--- config.mk ---
export PLATFORM = sky130hd
export DESIGN_NAME = matrix_loader
export DESIGN_NICKNAME = d
export VERILOG_FILES = /design/src/rtl/matrix_loader.sv
export SDC_FILE = /design/constraint.sdc
export NUM_CORES = 1
export LEC_CHECK = 0
export ABC_AREA = 1
export ABC_CLOCK_PERIOD_IN_PS = 8300
export BUFFER_PORTS_ARGS = -buffer_cell sky130_fd_sc_hd__buf_2
export CAP_MARGIN = 20
export CORE_ASPECT_RATIO = 1.4
export CORE_UTILIZATION = 52
export CTS_CLUSTER_SIZE = 25
export DETAILED_ROUTE_END_ITERATION = 6
export PLACE_DENSITY_LB_ADDON = 0.08
export SKIP_LAST_GASP = 1
export SLEW_MARGIN = 20
export SYNTH_ARGS = -nofsm -noshare
export SYNTH_HDL_FRONTEND = slang
export SYNTH_SLANG_ARGS = --single-unit
--- constraint.sdc ---
create_clock -name clk -period 8.3 [get_ports clk]
set_input_delay 0.83 -clock clk [delete_from_list [all_inputs] [get_ports clk]]
set_output_delay 0.83 -clock clk [all_outputs]
set_load 0.1 [all_outputs]
--- src/rtl/matrix_loader.sv ---
// Reads a size word plus two N x N matrices from a 2-cycle-latency RAM into
// register arrays, then streams (A[i], B[i]) pairs over a valid/ready handshake.
module matrix_loader #(
  parameter int DATA_W = 8,
  parameter int MAX_N  = 5,
  parameter int ADDR_W = 8
) (
  input  logic              clk,
  input  logic              rst_n,
  input  logic              start,
  output logic              busy,
  output logic              done,
  output logic              err,
  output logic [DATA_W-1:0] size,
  output logic [ADDR_W-1:0] mem_addr,
  output logic              mem_rden,
  input  logic [DATA_W-1:0] mem_q,
  output logic              out_valid,
  input  logic              out_ready,
  output logic [DATA_W-1:0] out_a,
  output logic [DATA_W-1:0] out_b,
  output logic [4:0]        out_idx,
  output logic              out_last
);
  localparam int DEPTH = MAX_N * MAX_N;

  typedef enum logic [1:0] {IDLE, RD_SIZE, LOAD, STREAM} state_t;
  state_t state, state_next;

  logic              busy_next, done_next, err_next, rden_next, valid_next;
  logic              size_wait, size_wait_next;
  logic              p1_valid, p1_valid_next;
  logic [ADDR_W-1:0] p1_addr, p1_addr_next;
  logic [ADDR_W-1:0] addr_next;
  logic [DATA_W-1:0] size_next;
  logic [4:0]        idx_next;
  logic [ADDR_W-1:0] nn, total, a_off, b_off;
  logic              cap_a, cap_last, wr_a, wr_b;
  logic [DEPTH-1:0]  sel_a, sel_b;
  logic [DATA_W-1:0] a_mem [DEPTH];
  logic [DATA_W-1:0] b_mem [DEPTH];

  // Address arithmetic kept in ADDR_W bits; 2*N*N is at most 50 for N<=5.
  assign nn    = ADDR_W'(size) * ADDR_W'(size);
  assign total = nn + nn;
  assign a_off = p1_addr - ADDR_W'(1);
  assign b_off = p1_addr - nn - ADDR_W'(1);

  assign cap_a    = (p1_addr <= nn);
  assign cap_last = p1_valid && (p1_addr == total);
  assign wr_a     = (state == LOAD) && p1_valid && cap_a;
  assign wr_b     = (state == LOAD) && p1_valid && !cap_a;

  for (genvar gi = 0; gi < DEPTH; gi++) begin : g_sel
    assign sel_a[gi] = wr_a && (a_off == ADDR_W'(gi));
    assign sel_b[gi] = wr_b && (b_off == ADDR_W'(gi));
  end

  // Element storage needs no reset: STREAM is only reached after a full load.
  always_ff @(posedge clk) begin
    for (int k = 0; k < DEPTH; k++) begin
      if (sel_a[k]) a_mem[k] <= mem_q;
      if (sel_b[k]) b_mem[k] <= mem_q;
    end
  end

  assign out_a    = out_valid ? a_mem[out_idx] : '0;
  assign out_b    = out_valid ? b_mem[out_idx] : '0;
  assign out_last = out_valid && (ADDR_W'(out_idx) == nn - ADDR_W'(1));

  always_comb begin
    state_next     = state;
    busy_next      = busy;
    done_next      = 1'b0;
    err_next       = 1'b0;
    size_next      = size;
    addr_next      = mem_addr;
    rden_next      = mem_rden;
    valid_next     = out_valid;
    idx_next       = out_idx;
    size_wait_next = 1'b0;
    p1_valid_next  = 1'b0;
    p1_addr_next   = p1_addr;
    case (state)
      IDLE: begin
        if (start) begin
          addr_next      = '0;
          rden_next      = 1'b1;
          busy_next      = 1'b1;
          size_wait_next = 1'b1;
          state_next     = RD_SIZE;
        end
      end
      RD_SIZE: begin
        // First cycle only waits out the RAM latency for address 0.
        if (!size_wait) begin
          size_next = mem_q;
          if (mem_q == '0 || mem_q > DATA_W'(MAX_N)) begin
            err_next   = 1'b1;
            busy_next  = 1'b0;
            rden_next  = 1'b0;
            state_next = IDLE;
          end else begin
            addr_next  = ADDR_W'(1);
            state_next = LOAD;
          end
        end
      end
      LOAD: begin
        if (mem_rden) begin
          p1_valid_next = 1'b1;
          p1_addr_next  = mem_addr;
          if (mem_addr == total) rden_next = 1'b0;
          else                   addr_next = mem_addr + ADDR_W'(1);
        end
        // Stream starts on the very edge that captures B[N*N-1].
        if (cap_last) begin
          state_next = STREAM;
          valid_next = 1'b1;
          idx_next   = '0;
        end
      end
      STREAM: begin
        if (out_ready) begin
          if (out_last) begin
            valid_next = 1'b0;
            done_next  = 1'b1;
            busy_next  = 1'b0;
            idx_next   = '0;
            state_next = IDLE;
          end else begin
            idx_next = out_idx + 5'd1;
          end
        end
      end
      default: state_next = IDLE;
    endcase
  end

  always_ff @(posedge clk or negedge rst_n) begin
    if (!rst_n) begin
      state     <= IDLE;
      busy      <= 1'b0;
      done      <= 1'b0;
      err       <= 1'b0;
      size      <= '0;
      mem_addr  <= '0;
      mem_rden  <= 1'b0;
      out_valid <= 1'b0;
      out_idx   <= '0;
      size_wait <= 1'b0;
      p1_valid  <= 1'b0;
      p1_addr   <= '0;
    end else begin
      state     <= state_next;
      busy      <= busy_next;
      done      <= done_next;
      err       <= err_next;
      size      <= size_next;
      mem_addr  <= addr_next;
      mem_rden  <= rden_next;
      out_valid <= valid_next;
      out_idx   <= idx_next;
      size_wait <= size_wait_next;
      p1_valid  <= p1_valid_next;
      p1_addr   <= p1_addr_next;
    end
  end
endmodule

==> run_results.csv, run 1 <==
group,metric,value,unit
cts,cts.sinks,438,
detailed_routing,drt-total-wl,52200,um
global_routing,grt_overflow,0,
floorplan,dieHeight,229,um
cts,cts_tree,"done",
global_routing,grt_max_degree,101,
timing,tightest_slew,1.16,ns
timing,rsz0062_at_grt,"false",
timing,finalCritPeriodShare,75.2,%
timing,slew_viol_final,0,
run,cap_violations,0,
timing,slew_headroom,22.0,%
timing,fmax,160,MHz
floorplan,num_rows,82,
finish,drive_gt1_share,9.09,%
timing,period_needed,6.24,ns
cts,cts_buffers,41,
floorplan,core,36000,um2
detailed_routing,avgRoutedWirePerCell,23.5,um
floorplan,ios,55,
cts,insertion_delay,0.55,ns
power,p_leak,7.59,nW
floorplan,dieWidth,164,um
cts,clockBufferDepth,3,
cts,hold_buffers,0,
global_routing,grt.total_usage,28.6,%
timing,tns,0,ns
logic_synthesis,synth-edff-count,400,
finish,area_growth,10.7,%
place,hpwl,33200,um
setup_path,critPathArrivalTime,6.40,ns
logic_synthesis,synth_nets,1753,
setup_path,cp-end-kind,"register",
logic_synthesis,syn_inst,1708,
timing,finalSetupViolCount,0,
detailed_routing,antenna_left,0,
detailed_routing,firstDrtPassIters,7,
cts,cts_max_level,2,
global_routing,antenna_found_initial,1,
logic_synthesis,yosys_warnings,0,
detailed_routing,drt_iter0_markers,1206,
floorplan,start_util,53.2,%
place,gp_congestion,0.938,
logic_synthesis,seq_area_frac_synth,67.6,%
logic_synthesis,synth_ff_type,"edfxtp_1",
global_routing,grt_pass1_wl,78300,um
setup_path,cp.required,8.46,ns
logic_synthesis,syn-mean-instance-area,11.2,um2
place,portBuffers,54,
run_status,status,"complete, no violations",
setup_path,start_kind,"register",
setup_path,path_class,"reg2reg",
hold_path,min_path_type,"in2async",
logic_synthesis,synth_seq_cells,438,
cts,cts_setup_buffers,0,
cts,cts.repair.resized,0,
timing,clock-skew-final,0.0212,ns
timing,whs,0.421,ns
timing,finalHoldViolCount,0,
global_routing,grt_pass1_vias,13400,
logic_synthesis,async_flop_share,8.68,%
logic_synthesis,ys_types,45,
detailed_routing,vias_per_cell,5.99,
cts,path_clk_slew,0.06,ns
floorplan,die-area,37700,um2
power,ir_worst_vdd,0.000456,V
finish,nets,1776,
power,p_per_area,389,nW/um2
cts,cts-root-buf,"clkbuf_16",
logic_synthesis,mappedNetlistArea,19200,um2
detailed_routing,num_vias,13300,
setup_path,path_max_fanout,11,
detailed_routing,remaining_drc_errors,0,
power by group:
| part | switching [mW] | internal (mW) | leakage, nW |
|---|---|---|---|
| Combinational | 2.74 | 0.945 | 2.83 |
| Clock | 0.793 | 1.18 | 0.671 |
| Sequential | 0.162 | 2.45 | 4.09 |
synth_stat cells, types with 2 or more instances:
library cell,number,share of area [%]
xor2_1,11,0.50
o211ai_1,29,1.1
nor3_1,5,0.13
o21ai_0,209,5.5
nor4_1,9,0.29
conb_1,2,0.039
a21oi_1,36,0.94
xnor2_1,4,0.18
mux2_2,3,0.18
inv_2,3,0.059
o32ai_1,7,0.32
dfrtp_1,38,5.0
ha_1,27,1.8
clkbuf_1,71,1.4
edfxtp_1,400,63
o311ai_0,9,0.41
nand3_2,2,0.10
clkinv_1,2,0.039
nand2_2,2,0.065
o221ai_1,13,0.59
buf_2,17,0.44
or2_2,10,0.33
a31oi_1,2,0.065
inv_1,94,1.8
nand4_1,6,0.20
nand3_1,65,1.7
nor2_1,312,6.1
o22ai_1,66,2.2
fa_1,6,0.63
nand2_1,224,4.4
nor2_4,3,0.18
o21ai_1,5,0.13
nor2_2,2,0.065
o21bai_1,3,0.12
final timing paths:
kind,from,end,slack [ns],depth (start not counted)
worst min register to register,size_wait,err,0.46,1
worst max-delay path,size[1],a_mem[11][1],2.06,25
worst max register to register,size[1],a_mem[11][1],2.06,25
max in group asynchronous,rst_n,out_idx[0],7.23,1
min in group clk,size_wait,err,0.46,1
worst min-delay path,rst_n,state[0],0.42,1
state kept, by name, indices dropped and copies added, names as in the netlist, 5 cells and up, named ones only:
name / count
out_idx: 5
mem_addr: 8
a_mem: 200
p1_addr: 8
size: 8
b_mem: 200
cell families (layout without fill, tap and decap cells):
group | count (synthesis) | after routing | synth area share (%)
multiplexers | 3 | 3 | 0.176
buffers and inverters | 189 | 242 | 3.85
AND/OR/NAND/NOR | 642 | 642 | 13.6
AO/OA/AOI/OAI | 386 | 386 | 11.6
XOR/XNOR | 15 | 15 | 0.685
flip-flops | 438 | 438 | 67.6
other | 2 | 4 | 0.0392
adder cells (fa/ha/maj) | 33 | 33 | 2.39
metrics by stage:
step / total power, mW / utilization (%) / worst slack, ns / instances / cell area [um2]
finish: 8.27 / 59.0 / 2.06 / 2225 / 21200
global route: 8.72 / 59.0 / 1.51 / 2223 / 21200
CTS: 8.27 / 58.9 / 2.13 / 2223 / 21200
detailed placement: 6.31 / 55.0 / 2.15 / 2150 / 19800
global placement: 6.29 / 55.0 / 2.27 / 2150 / 19800
floorplan: 5.31 / - / 2.16 / 1708 / 19200
worst max-delay path, cell delays in order (launching register included):
cell     delay, ns
dfrtp_1       0.58
nand2_1       0.16
xor2_1        0.19
ha_1          0.17
a21oi_1       0.06
fa_1          0.54
inv_1         0.04
ha_1          0.30
fa_1          0.43
ha_1          0.36
nand3_1       0.11
nand2_1       0.08
nand2_1       0.04
nand2_1       0.07
nand3_1       0.08
nand2_1       0.12
inv_1         0.07
ha_1          0.33
nand2_1       0.08
nor2_1        0.15
nand3_1       0.08
o21ai_0       0.27
nand2_1       0.36
nor2_4        0.25
inv_2         0.06
nor3_1        0.88
cell type report:
| type | count | area [um2] |
|---|---|---|
| Clock buffer | 50 | 1080 |
| Fill cell | 2908 | 14800 |
| Clock inverter | 23 | 318 |
| Inverter | 99 | 374 |
| Antenna cell | 2 | 5.00 |
| Tap cell | 462 | 578 |
| Timing Repair Buffer | 70 | 403 |
| Sequential cell | 438 | 13000 |
| Multi-Input combinational cell | 1081 | 5510 |
cells in the final DEF, fill, tap and decap left out, types with 3 or more instances in the layout:
cell type  instances
nor2_4             3
nor2_2             3
o22ai_1           66
fa_1               6
o21ai_0          209
buf_2             54
clkinv_1          12
inv_2              3
o211ai_1          29
a21oi_1           36
clkbuf_1           8
nand2_1          224
clkbuf_16         42
nand3_1           65
dfrtp_1           36
o21ai_1            5
buf_4             15
ha_1              27
nand4_1            6
nor2_1           311
o311ai_0           9
bufinv_16          8
o21bai_1           3
nor3_1             4
inv_1             93
o221ai_1          13
xor2_1            11
edfxtp_1         400
or2_2             10
xnor2_1            4
mux2_2             3
nor4_1             6
o32ai_1            7
layer usage:
layer / GRT usage, % / up-vias / wire length, um
li1: - / 6124 / -
met5: 0 / - / 0
met1: 35.0 / 6516 / 19700
met4: 14.5 / 0 / 2660
met2: 48.2 / 573 / 25900
met3: 4.93 / 124 / 3930
Note: power is estimated with default switching activity, not from simulation.
==> run 2, diff against run 1 <==
--- a/config.mk
+++ b/config.mk
@@ -6,7 +6,7 @@
 export NUM_CORES = 1
 export LEC_CHECK = 0
 export ABC_AREA = 1
-export ABC_CLOCK_PERIOD_IN_PS = 8300
+export ABC_CLOCK_PERIOD_IN_PS = 5500
 export BUFFER_PORTS_ARGS = -buffer_cell sky130_fd_sc_hd__buf_2
 export CAP_MARGIN = 20
 export CORE_ASPECT_RATIO = 1.4
==> constraint.sdc (replaced) <==
create_clock -name clk -period 5.5 [get_ports clk]
set_input_delay 0.55 -clock clk [delete_from_list [all_inputs] [get_ports clk]]
set_output_delay 0.55 -clock clk [all_outputs]
set_load 0.1 [all_outputs]
==> run_results.csv, run 2 (synthesized netlist as in run 1, its figures left out) <==
group,metric,value,unit
run_status,status,"complete, no violations",
setup_path,critPathArrivalTime,4.73,ns
timing,fmax,189,MHz
floorplan,num_rows,82,
timing,tightest_slew,0.896,ns
detailed_routing,num_vias,13400,
run,cap_violations,0,
power,ir_worst_vdd,0.000888,V
power,switching_power,5.69,mW
finish,final_common_cell,"edfxtp_1",
cts,insertion_delay,0.54,ns
cts,cts-root-buf,"clkbuf_16",
power,p_int,7.33,mW
power,p_seq_share,29.8,%
timing,period_needed,5.28,ns
global_routing,use_met2,48.7,%
timing,whs,0.130,ns
setup_path,rrSetupSlack,0.32,ns
detailed_routing,vias_per_cell,5.81,
detailed_routing,antenna_left,0,
cts,cts.sinks,438,
timing,finalSetupViolCount,0,
cts,hold_buffers,0,
setup_path,slowest_delay,0.54,ns
finish,nets,1853,
detailed_routing,remaining_drc_errors,0,
floorplan,ios,55,
floorplan,dieHeight,229,um
global_routing,grt_max_degree,66,
setup_path,path_class,"reg2out",
setup_path,path_max_fanout,5,
global_routing,top_usage_layer,"met2",
global_routing,grtUsageMet3,3.31,%
detailed_routing,firstDrtPassIters,6,
finish,area_growth,14.6,%
cts,cts_tree,"done",
cts,path_clk_slew,0.06,ns
setup_path,cp-end-kind,"primary output",
setup_path,crit_chain,"nand2_1 -> xor2_1 -> ha_1 -> a21oi_1 -> fa_1 -> inv_1 -> ha_1 -> fa_1 -> ha_1 -> buf_4 -> inv_1 -> nand2_1 -> nand2_1 -> inv_1 -> nand2_1 -> nand2_1 -> nor2_1 -> nand3_1 -> nor2_1 -> buf_2",
power,p_per_area,592,nW/um2
hold_path,min_path_type,"in2async",
timing,rsz0062_at_grt,"true",
floorplan,die-area,37700,um2
global_routing,grt_pass1_wl,78400,um
finish,layout_common_cells,"400 x edfxtp_1, 304 x nor2_1, 223 x nand2_1, 208 x o21ai_0, 92 x inv_1",
cts,clockBufferDepth,3,
floorplan,dieWidth,164,um
setup_path,cp_common_cell,"nand2_1",
timing,slew_viol_final,0,
place,gp_congestion,0.919,
floorplan,start_util,53.2,%
timing,slew_headroom,40.2,%
timing,finalHoldViolCount,0,
global_routing,grt_use_met1,34.0,%
cts,cts_max_level,2,
setup_path,start_kind,"register",
power,power.share.switching,43.7,%
timing,finalCritPeriodShare,96.1,%
finish,reg_top3,"a_mem x200, b_mem x200",
global_routing,antenna_found_initial,1,
finish,fin_cells,2304,
detailed_routing,avgRoutedWirePerCell,22.4,um
cts,cts_buffers,43,
finish,drive_gt1_share,14.5,%
setup_path,cp_top_family,"adder cells",
global_routing,grt.total_usage,28.2,%
setup_path,crit_slowest_cell,"fa_1",
timing,clock-skew-final,0.00917,ns
place,post-place-cells,2225,
finish,final_core_util,61.0,%
global_routing,grt_pass1_vias,13500,
setup_path,crit_buf_inv,5,
finish,diodes,0,
place,portBuffers,54,
place,hpwl,34000,um
detailed_routing,drt_iter0_markers,1066,
setup_path,cp.required,4.95,ns
power,p_comb_share,46.5,%
power,clkPwrFrac,23.7,%
detailed_routing,drt-total-wl,51700,um
power,p_leak,8.02,nW
floorplan,core,36000,um2
global_routing,grt_overflow,0,
-- run 2: cell count changes in the layout (fill, tap and decap cells not counted), moves of 3 or more --
cell | before | now
buf_4 | 15 | 88
clkinv_1 | 12 | 5
dfrtp_1 | 36 | 29
nor2_1 | 311 | 304
clkinv_2 | 1 | 7
nor2_2 | 3 | 8
dfrtp_2 | 1 | 5
clkbuf_16 | 42 | 45
clkbuf_8 | 0 | 3
dfrtp_4 | 1 | 4
-- run 2: timing repair --
action,CTS,global route
setup endpoints to repair,8,340
setup buffers,0,0
pin swaps,0,1
resized for setup,1,16
-- run 2: path summary, 6_finish.rpt --
path | from | to | cells after the start
max in group asynchronous | rst_n | size[1] | 1
worst max-delay path | size[0] | out_last | 20
worst min-delay path | rst_n | out_idx[0] | 1
worst max register to register | size[0] | b_mem[11][7] | 27
min in group clk | start | size_wait | 3
worst min register to register | size_wait | err | 1
-- run 2: worst reg2reg max path, cell delays in order, from the launching register on --
cell and delay (ns):
dfrtp_4 0.48, nand2_1 0.11, xor2_1 0.16, ha_1 0.16, a21oi_1 0.05, fa_1 0.54, inv_1 0.04, ha_1 0.29
fa_1 0.44, ha_1 0.31, buf_4 0.16, nand3_1 0.10, nand2_1 0.06, nand2_1 0.08, nand2_1 0.10, ha_4 0.31
nand2_1 0.08, nor2_2 0.12, o21ai_0 0.09, o211ai_1 0.09, o21ai_1 0.12, nor2_2 0.26, inv_2 0.12, nor2_2 0.13
buf_4 0.14, nand2_1 0.05, nor2_1 0.12, buf_4 0.18
-- run 2: metal layers --
metal / vias to the layer above / wire, um / share of wire (%)
met5: - / 0 / 0
met4: 0 / 3020 / 5.8
li1: 6282 / - / -
met2: 466 / 26400 / 51
met3: 124 / 2950 / 5.7
met1: 6512 / 19400 / 37
-- run 2: through the flow --
stage	power (mW)	cell area [um2]	TNS [ns]	worst slack (ns)
finish	13.0	22000	0	0.217
global route	13.7	22000	0	0.0111
CTS	12.9	21900	0	0.0685
detailed placement	9.79	20400	-0.0254	-0.00339
global placement	9.75	20400	0	0.0412
floorplan	8.02	19200	0	0.00117
-- run 2: area by class of cell --
type	instances	area (um2)
clock buffer	58	1200
clock inverter	21	290
fill	2964	14000
inverter	99	374
multi-input combinational	1081	5570
sequential	438	13000
tap	462	578
timing repair buffer	145	982
-- run 2: power groups by stage --
stage               sequential (mW)  combinational, mW  clock, mW
floorplan                      4.31               3.71          0
global placement               3.95               5.80          0
detailed placement             3.95               5.84          0
CTS                            3.88               5.86       3.13
global route                   3.89               6.56       3.25
finish                         3.88               6.05       3.09
